===== config.mk =====
export PLATFORM = sky130hd
export DESIGN_NAME = i2c_txn_arbiter
export DESIGN_NICKNAME = d
export VERILOG_FILES = /design/src/rtl/i2c_txn_arbiter.sv
export SDC_FILE = /design/constraint.sdc
export NUM_CORES = 1
export LEC_CHECK = 0
export ABC_AREA = 1
export BUFFER_PORTS_ARGS = -buffer_cell sky130_fd_sc_hd__clkbuf_2
export CORE_UTILIZATION = 40
export CTS_CLUSTER_DIAMETER = 80
export DETAILED_ROUTE_END_ITERATION = 6
export PLACE_DENSITY = 0.71
export SYNTH_ARGS = -nofsm -noshare
export SYNTH_HDL_FRONTEND = slang
export SYNTH_SLANG_ARGS = --single-unit

===== constraint.sdc =====
create_clock -name clk -period 3 [get_ports clk]
set_input_delay 0.15 -clock clk [delete_from_list [all_inputs] [get_ports clk]]
set_output_delay 0.15 -clock clk [all_outputs]
set_load 0.1 [all_outputs]

===== src/rtl/i2c_txn_arbiter.sv =====
// Round-robin arbiter that shares one I2C transaction engine between NUM_REQ pollers,
// launching each winner's transaction with a per-transaction timeout and an idle gap afterwards.
module i2c_txn_arbiter #(
    parameter int NUM_REQ        = 4,
    parameter int TIMEOUT_CYCLES = 2700000,
    parameter int GAP_CYCLES     = 270
) (
    input  logic                    clk,
    input  logic                    rst,
    input  logic [NUM_REQ-1:0]      req,
    input  logic [7*NUM_REQ-1:0]    req_addr,
    input  logic [NUM_REQ-1:0]      req_rw,
    input  logic [16*NUM_REQ-1:0]   req_wdata,
    input  logic [2*NUM_REQ-1:0]    req_nbytes,
    output logic [NUM_REQ-1:0]      grant,
    output logic [NUM_REQ-1:0]      done,
    output logic                    nack,
    output logic                    timeout,
    output logic [15:0]             rdata,
    output logic                    busy,
    output logic                    eng_start,
    output logic                    eng_abort,
    output logic [6:0]              eng_addr,
    output logic                    eng_rw,
    output logic [15:0]             eng_wdata,
    output logic [1:0]              eng_nbytes,
    input  logic                    eng_done,
    input  logic                    eng_nack,
    input  logic [15:0]             eng_rdata
);

    localparam int IW = $clog2(NUM_REQ);
    localparam int CW = $clog2(TIMEOUT_CYCLES + 1);
    localparam int GW = $clog2(GAP_CYCLES + 2);
    localparam logic [IW:0]   NUM_REQ_W = (IW+1)'(NUM_REQ);
    localparam logic [IW-1:0] IDX_LAST  = IW'(NUM_REQ - 1);
    localparam logic [CW-1:0] CNT_LAST  = CW'(TIMEOUT_CYCLES - 1);
    localparam logic [CW-1:0] CNT_MAX   = {CW{1'b1}};
    localparam logic [GW-1:0] GAP_LAST  = GW'((GAP_CYCLES > 0) ? (GAP_CYCLES - 1) : 0);
    localparam logic          GAP_EN    = (GAP_CYCLES != 0);

    typedef enum logic [1:0] {
        S_IDLE  = 2'd0,
        S_START = 2'd1,
        S_WAIT  = 2'd2,
        S_GAP   = 2'd3
    } state_e;

    state_e              state_q, state_d;
    logic [IW-1:0]       ptr_q, ptr_d;
    logic [IW-1:0]       widx_q, widx_d;
    logic [CW-1:0]       cnt_q, cnt_d;
    logic [GW-1:0]       gap_cnt_q, gap_cnt_d;
    logic [NUM_REQ-1:0]  grant_q, grant_d;
    logic [NUM_REQ-1:0]  done_q, done_d;
    logic                nack_q, nack_d;
    logic                timeout_q, timeout_d;
    logic [15:0]         rdata_q, rdata_d;
    logic                busy_q, busy_d;
    logic                eng_start_q, eng_start_d;
    logic                eng_abort_q, eng_abort_d;
    logic [6:0]          eng_addr_q, eng_addr_d;
    logic                eng_rw_q, eng_rw_d;
    logic [15:0]         eng_wdata_q, eng_wdata_d;
    logic [1:0]          eng_nbytes_q, eng_nbytes_d;

    logic                pick_found_s;
    logic [IW-1:0]       pick_idx_s;
    logic [IW:0]         cand_s;
    logic [1:0]          nb_raw_s;
    logic                exit_s;

    // Round-robin scan from ptr upward with wrap; first requesting index wins.
    always_comb begin
        pick_found_s = 1'b0;
        pick_idx_s   = '0;
        cand_s       = '0;
        for (int i = 0; i < NUM_REQ; i++) begin
            cand_s = {1'b0, ptr_q} + (IW+1)'(i);
            cand_s = (cand_s >= NUM_REQ_W) ? (cand_s - NUM_REQ_W) : cand_s;
            if (!pick_found_s && req[cand_s[IW-1:0]]) begin
                pick_found_s = 1'b1;
                pick_idx_s   = cand_s[IW-1:0];
            end else begin
                pick_found_s = pick_found_s;
            end
        end
    end

    // Sequencer next-state and registered-output logic.
    always_comb begin
        state_d      = state_q;
        ptr_d        = ptr_q;
        widx_d       = widx_q;
        cnt_d        = cnt_q;
        gap_cnt_d    = gap_cnt_q;
        grant_d      = grant_q;
        done_d       = '0;
        nack_d       = nack_q;
        timeout_d    = timeout_q;
        rdata_d      = rdata_q;
        eng_start_d  = 1'b0;
        eng_abort_d  = 1'b0;
        eng_addr_d   = eng_addr_q;
        eng_rw_d     = eng_rw_q;
        eng_wdata_d  = eng_wdata_q;
        eng_nbytes_d = eng_nbytes_q;
        exit_s       = 1'b0;
        nb_raw_s     = req_nbytes[2*int'(pick_idx_s) +: 2];

        case (state_q)
            S_IDLE: begin
                grant_d = '0;
                if (pick_found_s) begin
                    grant_d[pick_idx_s] = 1'b1;
                    widx_d       = pick_idx_s;
                    eng_addr_d   = req_addr[7*int'(pick_idx_s) +: 7];
                    eng_rw_d     = req_rw[pick_idx_s];
                    eng_wdata_d  = req_wdata[16*int'(pick_idx_s) +: 16];
                    // Byte counts 0 and 3 are not legal lengths; run them as 2.
                    eng_nbytes_d = (nb_raw_s == 2'd1) ? 2'd1 : 2'd2;
                    state_d      = S_START;
                end else begin
                    state_d = S_IDLE;
                end
            end
            S_START: begin
                eng_start_d = 1'b1;
                cnt_d       = '0;
                state_d     = S_WAIT;
            end
            S_WAIT: begin
                if (eng_done) begin
                    done_d    = grant_q;
                    nack_d    = eng_nack;
                    timeout_d = 1'b0;
                    rdata_d   = eng_rw_q ? eng_rdata : rdata_q;
                    exit_s    = 1'b1;
                end else if (cnt_q == CNT_LAST) begin
                    done_d      = grant_q;
                    nack_d      = 1'b1;
                    timeout_d   = 1'b1;
                    eng_abort_d = 1'b1;
                    exit_s      = 1'b1;
                end else begin
                    cnt_d = (cnt_q == CNT_MAX) ? cnt_q : (cnt_q + CW'(1));
                end
                if (exit_s) begin
                    ptr_d     = (widx_q == IDX_LAST) ? '0 : (widx_q + IW'(1));
                    gap_cnt_d = '0;
                    state_d   = GAP_EN ? S_GAP : S_IDLE;
                end else begin
                    state_d = S_WAIT;
                end
            end
            S_GAP: begin
                grant_d = '0;
                if (gap_cnt_q == GAP_LAST) begin
                    state_d = S_IDLE;
                end else begin
                    gap_cnt_d = gap_cnt_q + GW'(1);
                end
            end
            default: begin
                state_d = S_IDLE;
                grant_d = '0;
            end
        endcase

        busy_d = (state_d != S_IDLE);
    end

    // State and output registers; reset clears every output without aborting the engine.
    always_ff @(posedge clk or posedge rst) begin
        if (rst) begin
            state_q      <= S_IDLE;
            ptr_q        <= '0;
            widx_q       <= '0;
            cnt_q        <= '0;
            gap_cnt_q    <= '0;
            grant_q      <= '0;
            done_q       <= '0;
            nack_q       <= 1'b0;
            timeout_q    <= 1'b0;
            rdata_q      <= 16'h0000;
            busy_q       <= 1'b0;
            eng_start_q  <= 1'b0;
            eng_abort_q  <= 1'b0;
            eng_addr_q   <= 7'h00;
            eng_rw_q     <= 1'b0;
            eng_wdata_q  <= 16'h0000;
            eng_nbytes_q <= 2'd0;
        end else begin
            state_q      <= state_d;
            ptr_q        <= ptr_d;
            widx_q       <= widx_d;
            cnt_q        <= cnt_d;
            gap_cnt_q    <= gap_cnt_d;
            grant_q      <= grant_d;
            done_q       <= done_d;
            nack_q       <= nack_d;
            timeout_q    <= timeout_d;
            rdata_q      <= rdata_d;
            busy_q       <= busy_d;
            eng_start_q  <= eng_start_d;
            eng_abort_q  <= eng_abort_d;
            eng_addr_q   <= eng_addr_d;
            eng_rw_q     <= eng_rw_d;
            eng_wdata_q  <= eng_wdata_d;
            eng_nbytes_q <= eng_nbytes_d;
        end
    end

    assign grant      = grant_q;
    assign done       = done_q;
    assign nack       = nack_q;
    assign timeout    = timeout_q;
    assign rdata      = rdata_q;
    assign busy       = busy_q;
    assign eng_start  = eng_start_q;
    assign eng_abort  = eng_abort_q;
    assign eng_addr   = eng_addr_q;
    assign eng_rw     = eng_rw_q;
    assign eng_wdata  = eng_wdata_q;
    assign eng_nbytes = eng_nbytes_q;

endmodule


==> results of run 1 <==
==> routing by layer <==
metal	routed length, um	part of all wire [%]	global-route usage [%]
met2	6530	48	33.5
met1	6180	45	26.1
met4	208	1.5	6.88
met3	828	6.0	3.93
met5	0	0	0
==> metrics by stage <==
stage / hold slack [ns] / utilization (%) / total power, uW / instance area (um2)
6_report: 0.0238 / 50.8 / 8650 / 6750
5_1_grt: 0.0273 / 50.8 / 9250 / 6750
4_1_cts: 0.00869 / 50.8 / 8710 / 6750
3_5_place_dp: 0.319 / 48.6 / 7630 / 6460
3_3_place_gp: 0.317 / 48.6 / 7580 / 6460
2_1_floorplan: 0.216 / - / 6800 / 5460
==> cells by family after synthesis <==
kind of cell,after synthesis
multiplexers,16
buffers and inverters,81
adder cells (fa/ha/maj),9
AO/OA/AOI/OAI,45
flip-flops,92
AND/OR/NAND/NOR,429
XOR/XNOR,24
==> worst reg2reg max path: stages (launching register included) <==
cell and delay (ns):
dfrtp_1 0.69, inv_2 0.19, nand2_1 0.15, nand3_1 0.10
nand2_2 0.10, inv_2 0.05, nand3_2 0.08, nand3_4 0.15
inv_4 0.17, nand2_4 0.07, inv_4 0.25, nand2_1 0.11
nand4_1 0.10, nand2_1 0.07, nand2_1 0.07
==> cells in the final DEF, fill, tap and decap left out, types with 3 or more instances in the layout <==
cell type and instances:
nand3_1 28, inv_1 49, nand4_1 40, nor3_1 13
xnor2_1 4, nand3_2 4, xor2_1 20, a21oi_1 5
clkinvlp_4 3, clkbuf_16 9, nand2_4 4, clkbuf_2 182
mux2_2 16, ha_1 9, nand2_1 264, o31ai_1 8
inv_4 4, nor2_1 31, buf_4 6, nand2_2 25
o21ai_0 26, nor4_1 9, dfrtp_1 92, inv_2 4
==> power groups by stage <==
stage	logic, uW	registers (uW)	clock network, uW
final	5690	1880	1070
after global routing	6170	1930	1150
after CTS	5730	1890	1090
after detailed placement	5730	1900	0
after global placement	5680	1900	0
after floorplan	2780	4020	0
==> state kept, by name, summed over array words and instances, names as in the netlist <==
signal,cells
busy,1
cnt_q,22
done,4
eng_abort,1
eng_addr,7
eng_nbytes,2
eng_rw,1
eng_start,1
eng_wdata,16
gap_cnt_q,9
grant,4
nack,1
ptr_q,2
rdata,16
state_q,2
timeout,1
widx_q,2
==> layout make-up <==
type                       instances  share of cell area (%)
clock inverter                     6                   0.723
sequential                        92                    34.1
timing repair buffer             189                    14.3
clock buffer                      10                    3.39
tap                              176                    3.26
inverter                          59                    3.43
multi-input combinational        523                    40.8
==> synthesized netlist by cell type, drive strengths merged <==
cell type  count
o21ai         27
nand3b         1
nor2          35
inv           57
nor3b          1
nand4         40
nand3         33
nor3          13
o31ai          8
nand2        294
o22ai          2
xnor2          4
a21oi          5
o32ai          2
dfrtp         92
buf           15
clkbuf         7
ha             9
or2            3
o22a           1
mux2          16
nor4           9
xor2          20
clkinv         2
==> worst paths after layout <==
path | endpoint | startpoint | cells after the start | slack, ns
worst min-delay path | eng_abort | eng_done | 2 | 0.02
min in group asynchronous | rdata[1] | rst | 3 | 0.48
worst max-delay path | eng_wdata[4] | ptr_q[0] | 14 | 0.60
worst max register to register | eng_wdata[4] | ptr_q[0] | 14 | 0.60
max in group asynchronous | done[1] | rst | 4 | 1.78
worst min register to register | eng_wdata[9] | eng_wdata[9] | 2 | 0.48
==> what timing repair did <==
item                      in CTS  in global routing
resized for setup              0                  0
hold buffers                   1                  0
hold endpoints to repair      56                  0
==> results.cfg, run 1 <==
[yosys]
synth.distinct_cells = 40
synthSimpleGateAreaFrac_pct = 36.5
syn-mean-instance-area_um2 = 7.84
synth_cells = 696
synth_top_family_by_area = simple AND/OR/NAND/NOR gates
synth-xor-area-share_pct = 3.85
syn-num-nets = 833
ys_top_cells_by_area = dfrtp_1, nand2_1, nand4_1, inv_1, mux2_2
ys_warn_count = 0
synth_area_leader_cell = dfrtp_1
syn_area_mm2 = 0.00546
yosysSeqAreaShare_pct = 42.2
muxShareOfSynthArea_pct = 3.30
synthAdderAreaFrac_pct = 2.06
synth_top_area_share_pct = 42.2
synth-compound-area-share_pct = 4.81
ys_ff_latch = 92

[route]
dr.pass1.iters = 5
ant_nets = 0
drt-total-wl_um = 13800
wl_per_cell_um = 13.0
via_per_inst = 4.92
drt_iter0_drc = 299
drc = 0
num_vias = 5188

[clocking]
clkLatencyLatePin_ns = 0.35
clkSinkCount = 92
cts_buffers = 9
cts-htree-levels = 3
cts_tree = done
clk_pin_slew_ns = 0.07
clock_tree.buffer_depth = 2
clockRootBuffer = clkbuf_16
postCtsSetupRepairBufs = 0

[final_layout]
n_antenna_cell = 0
area_delta_synth_final_pct = 23.7
seqCellArea_mm2 = 0.00230
fin_cells = 1055
final_net_count = 1011
multi_input_area_mm2 = 0.00276
drive_above_1_share_pct = 30.6
fillers = 1291

[timing]
layout_setup_ws_ns = 0.598
slew_violations = 0
period_share_pct = 80.1
rsz0062_at_grt = false
max_freq_mhz = 416
setup_viol = 0
worst_slew_pin_slew_ns = 0.711
skew_ns = 0.00835
max_slew_margin_pct = 52.6
hold_viol = 0
setup_tns_ns = 0
fin_crit_ns = 2.40

[grt]
first_global_vias = 4885
grtUsageTotal_pct = 20.1
grt_pass1_wl_um = 22800
grt_max_degree = 59
antenna_found_initial = 0
gr-total-overflow = 0

[worst_setup_path]
critPathMaxStageDelay_ns = 0.69
critical_path_class = reg2reg
crit_family = simple AND/OR/NAND/NOR gates
crit_path_top_delay_cell = dfrtp_1
crit_path_max_fanout = 24
cp_common_cell = nand2_1
cp_num_buf_inv = 4
crit_path_end_kind = flip-flop
cp-start-kind = flip-flop
critPathRequiredTime_ns = 3.29
critPathArrivalTime_ns = 2.69
crit_chain = inv_2, nand2_1, nand3_1, nand2_2, inv_2, nand3_2, nand3_4, inv_4, nand2_4, inv_4, nand2_1, nand4_1, nand2_1, nand2_1

[power]
p_comb_share_pct = 65.8
ir_drop_v = 0.000840
p_switching_uw = 5210
internal_power_uw = 3440
seqPwrFrac_pct = 21.8
power.density_mw_per_mm2 = 1280
netSwitchingFraction_pct = 60.3
power_frac_clock_pct = 12.4
p_leak_uw = 0.00345

[place]
dp_cells = 1038
gp_congestion = 0.921
io_buffers = 182
pre_cts_ws_ns = 0.566
place_hpwl_um = 10400

[die]
core_mm2 = 0.0133
start_util_pct = 41.1
fp.dieH_um = 119
chipWidth_um = 119
rows = 42
io_pins = 183
die-area_mm2 = 0.0141

[flow_run]
drv_cap = 0

[outcome]
status = finished clean

[hold_path]
worstHoldPathType = in2reg
Note: power is estimated with default switching activity, not from simulation.
==> run 2, diff against run 1 <==
PLACE_DENSITY = 0.73   (was 0.71)
clock period = 2.2 ns   (was 3 ns; I/O delays follow)
==> results.cfg, run 2 (same netlist as run 1, synthesis figures left out) <==
[final_layout]
n_antenna_cell = 0
final_net_count = 1043
area_delta_synth_final_pct = 32.0
final_common_cell = nand2_1
fin_cells = 1087
drive_above_1_share_pct = 32.7
fin_util_pct = 54.2
largest_reg_flops = 22
layout_common_cells = nand2_1, clkbuf_2, dfrtp_1
largest-register = cnt_q

[route]
ant_nets = 0
wl_per_cell_um = 13.5
drc = 0
dr.pass1.iters = 4
drt-total-wl_um = 14600
drt_iter0_drc = 272
via_per_inst = 4.97
num_vias = 5405

[place]
io_buffers = 182
dp_cells = 1043
gp_congestion = 0.937
place_hpwl_um = 10500

[power]
ir_drop_v = 0.00110
p_leak_uw = 0.00364
power_uw = 12900
power.density_mw_per_mm2 = 1790

[die]
chipWidth_um = 119
rows = 42
start_util_pct = 41.1
die-area_mm2 = 0.0141
fp.dieH_um = 119
core_mm2 = 0.0133
io_pins = 183

[timing]
rsz0062_at_grt = false
setup_tns_ns = 0
max_freq_mhz = 498
max_slew_margin_pct = 62.1
hold_viol = 0
period_share_pct = 91.3
setup_viol = 0
worst_slew_pin_slew_ns = 0.572
slew_violations = 0
holdWs_ns = 0.0106
fin_crit_ns = 2.01
skew_ns = 0.00727

[clocking]
clockRootBuffer = clkbuf_16
clkSinkCount = 92
cts_buffers = 9
clkLatencyLatePin_ns = 0.34
cts_tree = done
clock_tree.buffer_depth = 2
clk_pin_slew_ns = 0.07
cts-htree-levels = 3

[hold_path]
worstHoldPathCells = 2
min_from = eng_rdata[3]
worstHoldPathType = in2reg
min_to = rdata[3]

[worst_setup_path]
reg2reg_depth = 13
critPathRequiredTime_ns = 2.48
crit_path_max_fanout = 8
critPathArrivalTime_ns = 2.29
crit_path_end_kind = flip-flop
cp-start-kind = flip-flop
rrSetupSlack_ns = 0.19
timing.rr.start = ptr_q[1]
critPathLaunch = ptr_q[1]
critical_path_class = reg2reg
regToRegEndpoint = eng_addr[6]

[outcome]
status = finished clean

[grt]
grt_max_degree = 71
grt_pass1_wl_um = 23500
first_global_vias = 5023
gr-total-overflow = 0
grtUsageTotal_pct = 20.9
antenna_found_initial = 0

[flow_run]
drv_cap = 0
-- run 2: changes by cell type in the layout (fill, tap and decap cells not counted), moves of 2 or more --
cell,previous run,this run
nor2_4,1,4
ha_1,9,7
buf_4,6,16
dlygate4sd3_1,1,13
ha_2,0,2
inv_2,4,2
buf_12,0,5
bufinv_16,0,2
inv_4,4,2
inv_8,0,2
-- run 2: final cells by class --
class                   instances  area (um2)
clock buffers                   9         225
flip-flops and latches         92        2300
well taps                     176         220
fillers                      1285        6090
clock inverters                 7        98.8
multi-input cells             527        2820
repair buffers                217        1270
inverters                      59         262
-- run 2: how the worst max path moves through the flow --
| stage | end | slack [ns] | depth (start not counted) |
|---|---|---|---|
| after floorplan | rdata[0] | 0.24 | 3 |
| final | eng_addr[6] | 0.19 | 13 |
| after CTS | eng_nbytes[0] | 0.004 | 15 |
| after global routing | cnt_q[15] | 0.006 | 11 |
| after global placement | eng_nbytes[1] | 0.06 | 12 |
| after detailed placement | eng_nbytes[0] | 0.006 | 15 |
-- run 2: repair_timing --
action | 4_1_cts | 5_1_grt
setup buffers | 0 | 11
hold buffers | 13 | 0
gates cloned | 0 | 4
endpoints found under the hold margin | 34 | 0
pin swaps | 0 | 9
gates resized for setup | 1 | 19
setup endpoints to repair | 1 | 57
-- run 2: worst max-delay path: stages, from the launching register on --
cell     delay [ns]
dfrtp_1        0.45
inv_2          0.17
nand2_2        0.06
nand2_2        0.09
nand2_1        0.08
nand2_2        0.08
nand4_1        0.14
nand3_4        0.24
inv_8          0.09
nor2_4         0.25
nand2_1        0.09
nand4_1        0.10
nand2_1        0.06
nand2_1        0.06
-- run 2: stage by stage --
stage          setup WS, ns  cell area, um2
2_1_floorplan         0.241            5460
3_3_place_gp         0.0625            6520
3_5_place_dp        0.00621            6520
4_1_cts             0.00423            6970
5_1_grt             0.00569            7200
6_report              0.191            7200
-- run 2: layer usage --
layer,GRT usage (%),wire length (um),part of all wire (%)
met5,0,0,0
met4,7.59,348,2.4
met3,4.89,960,6.6
met2,34.6,6970,48
met1,26.5,6360,43
-- run 2: report_power, final --
| part | switching, uW | internal, uW | leakage, uW |
|---|---|---|---|
| Sequential | 346 | 2220 | 0.00119 |
| Combinational | 6470 | 2230 | 0.00229 |
| Clock | 662 | 1000 | 0.000156 |
| Total | 7480 | 5450 | 0.00364 |
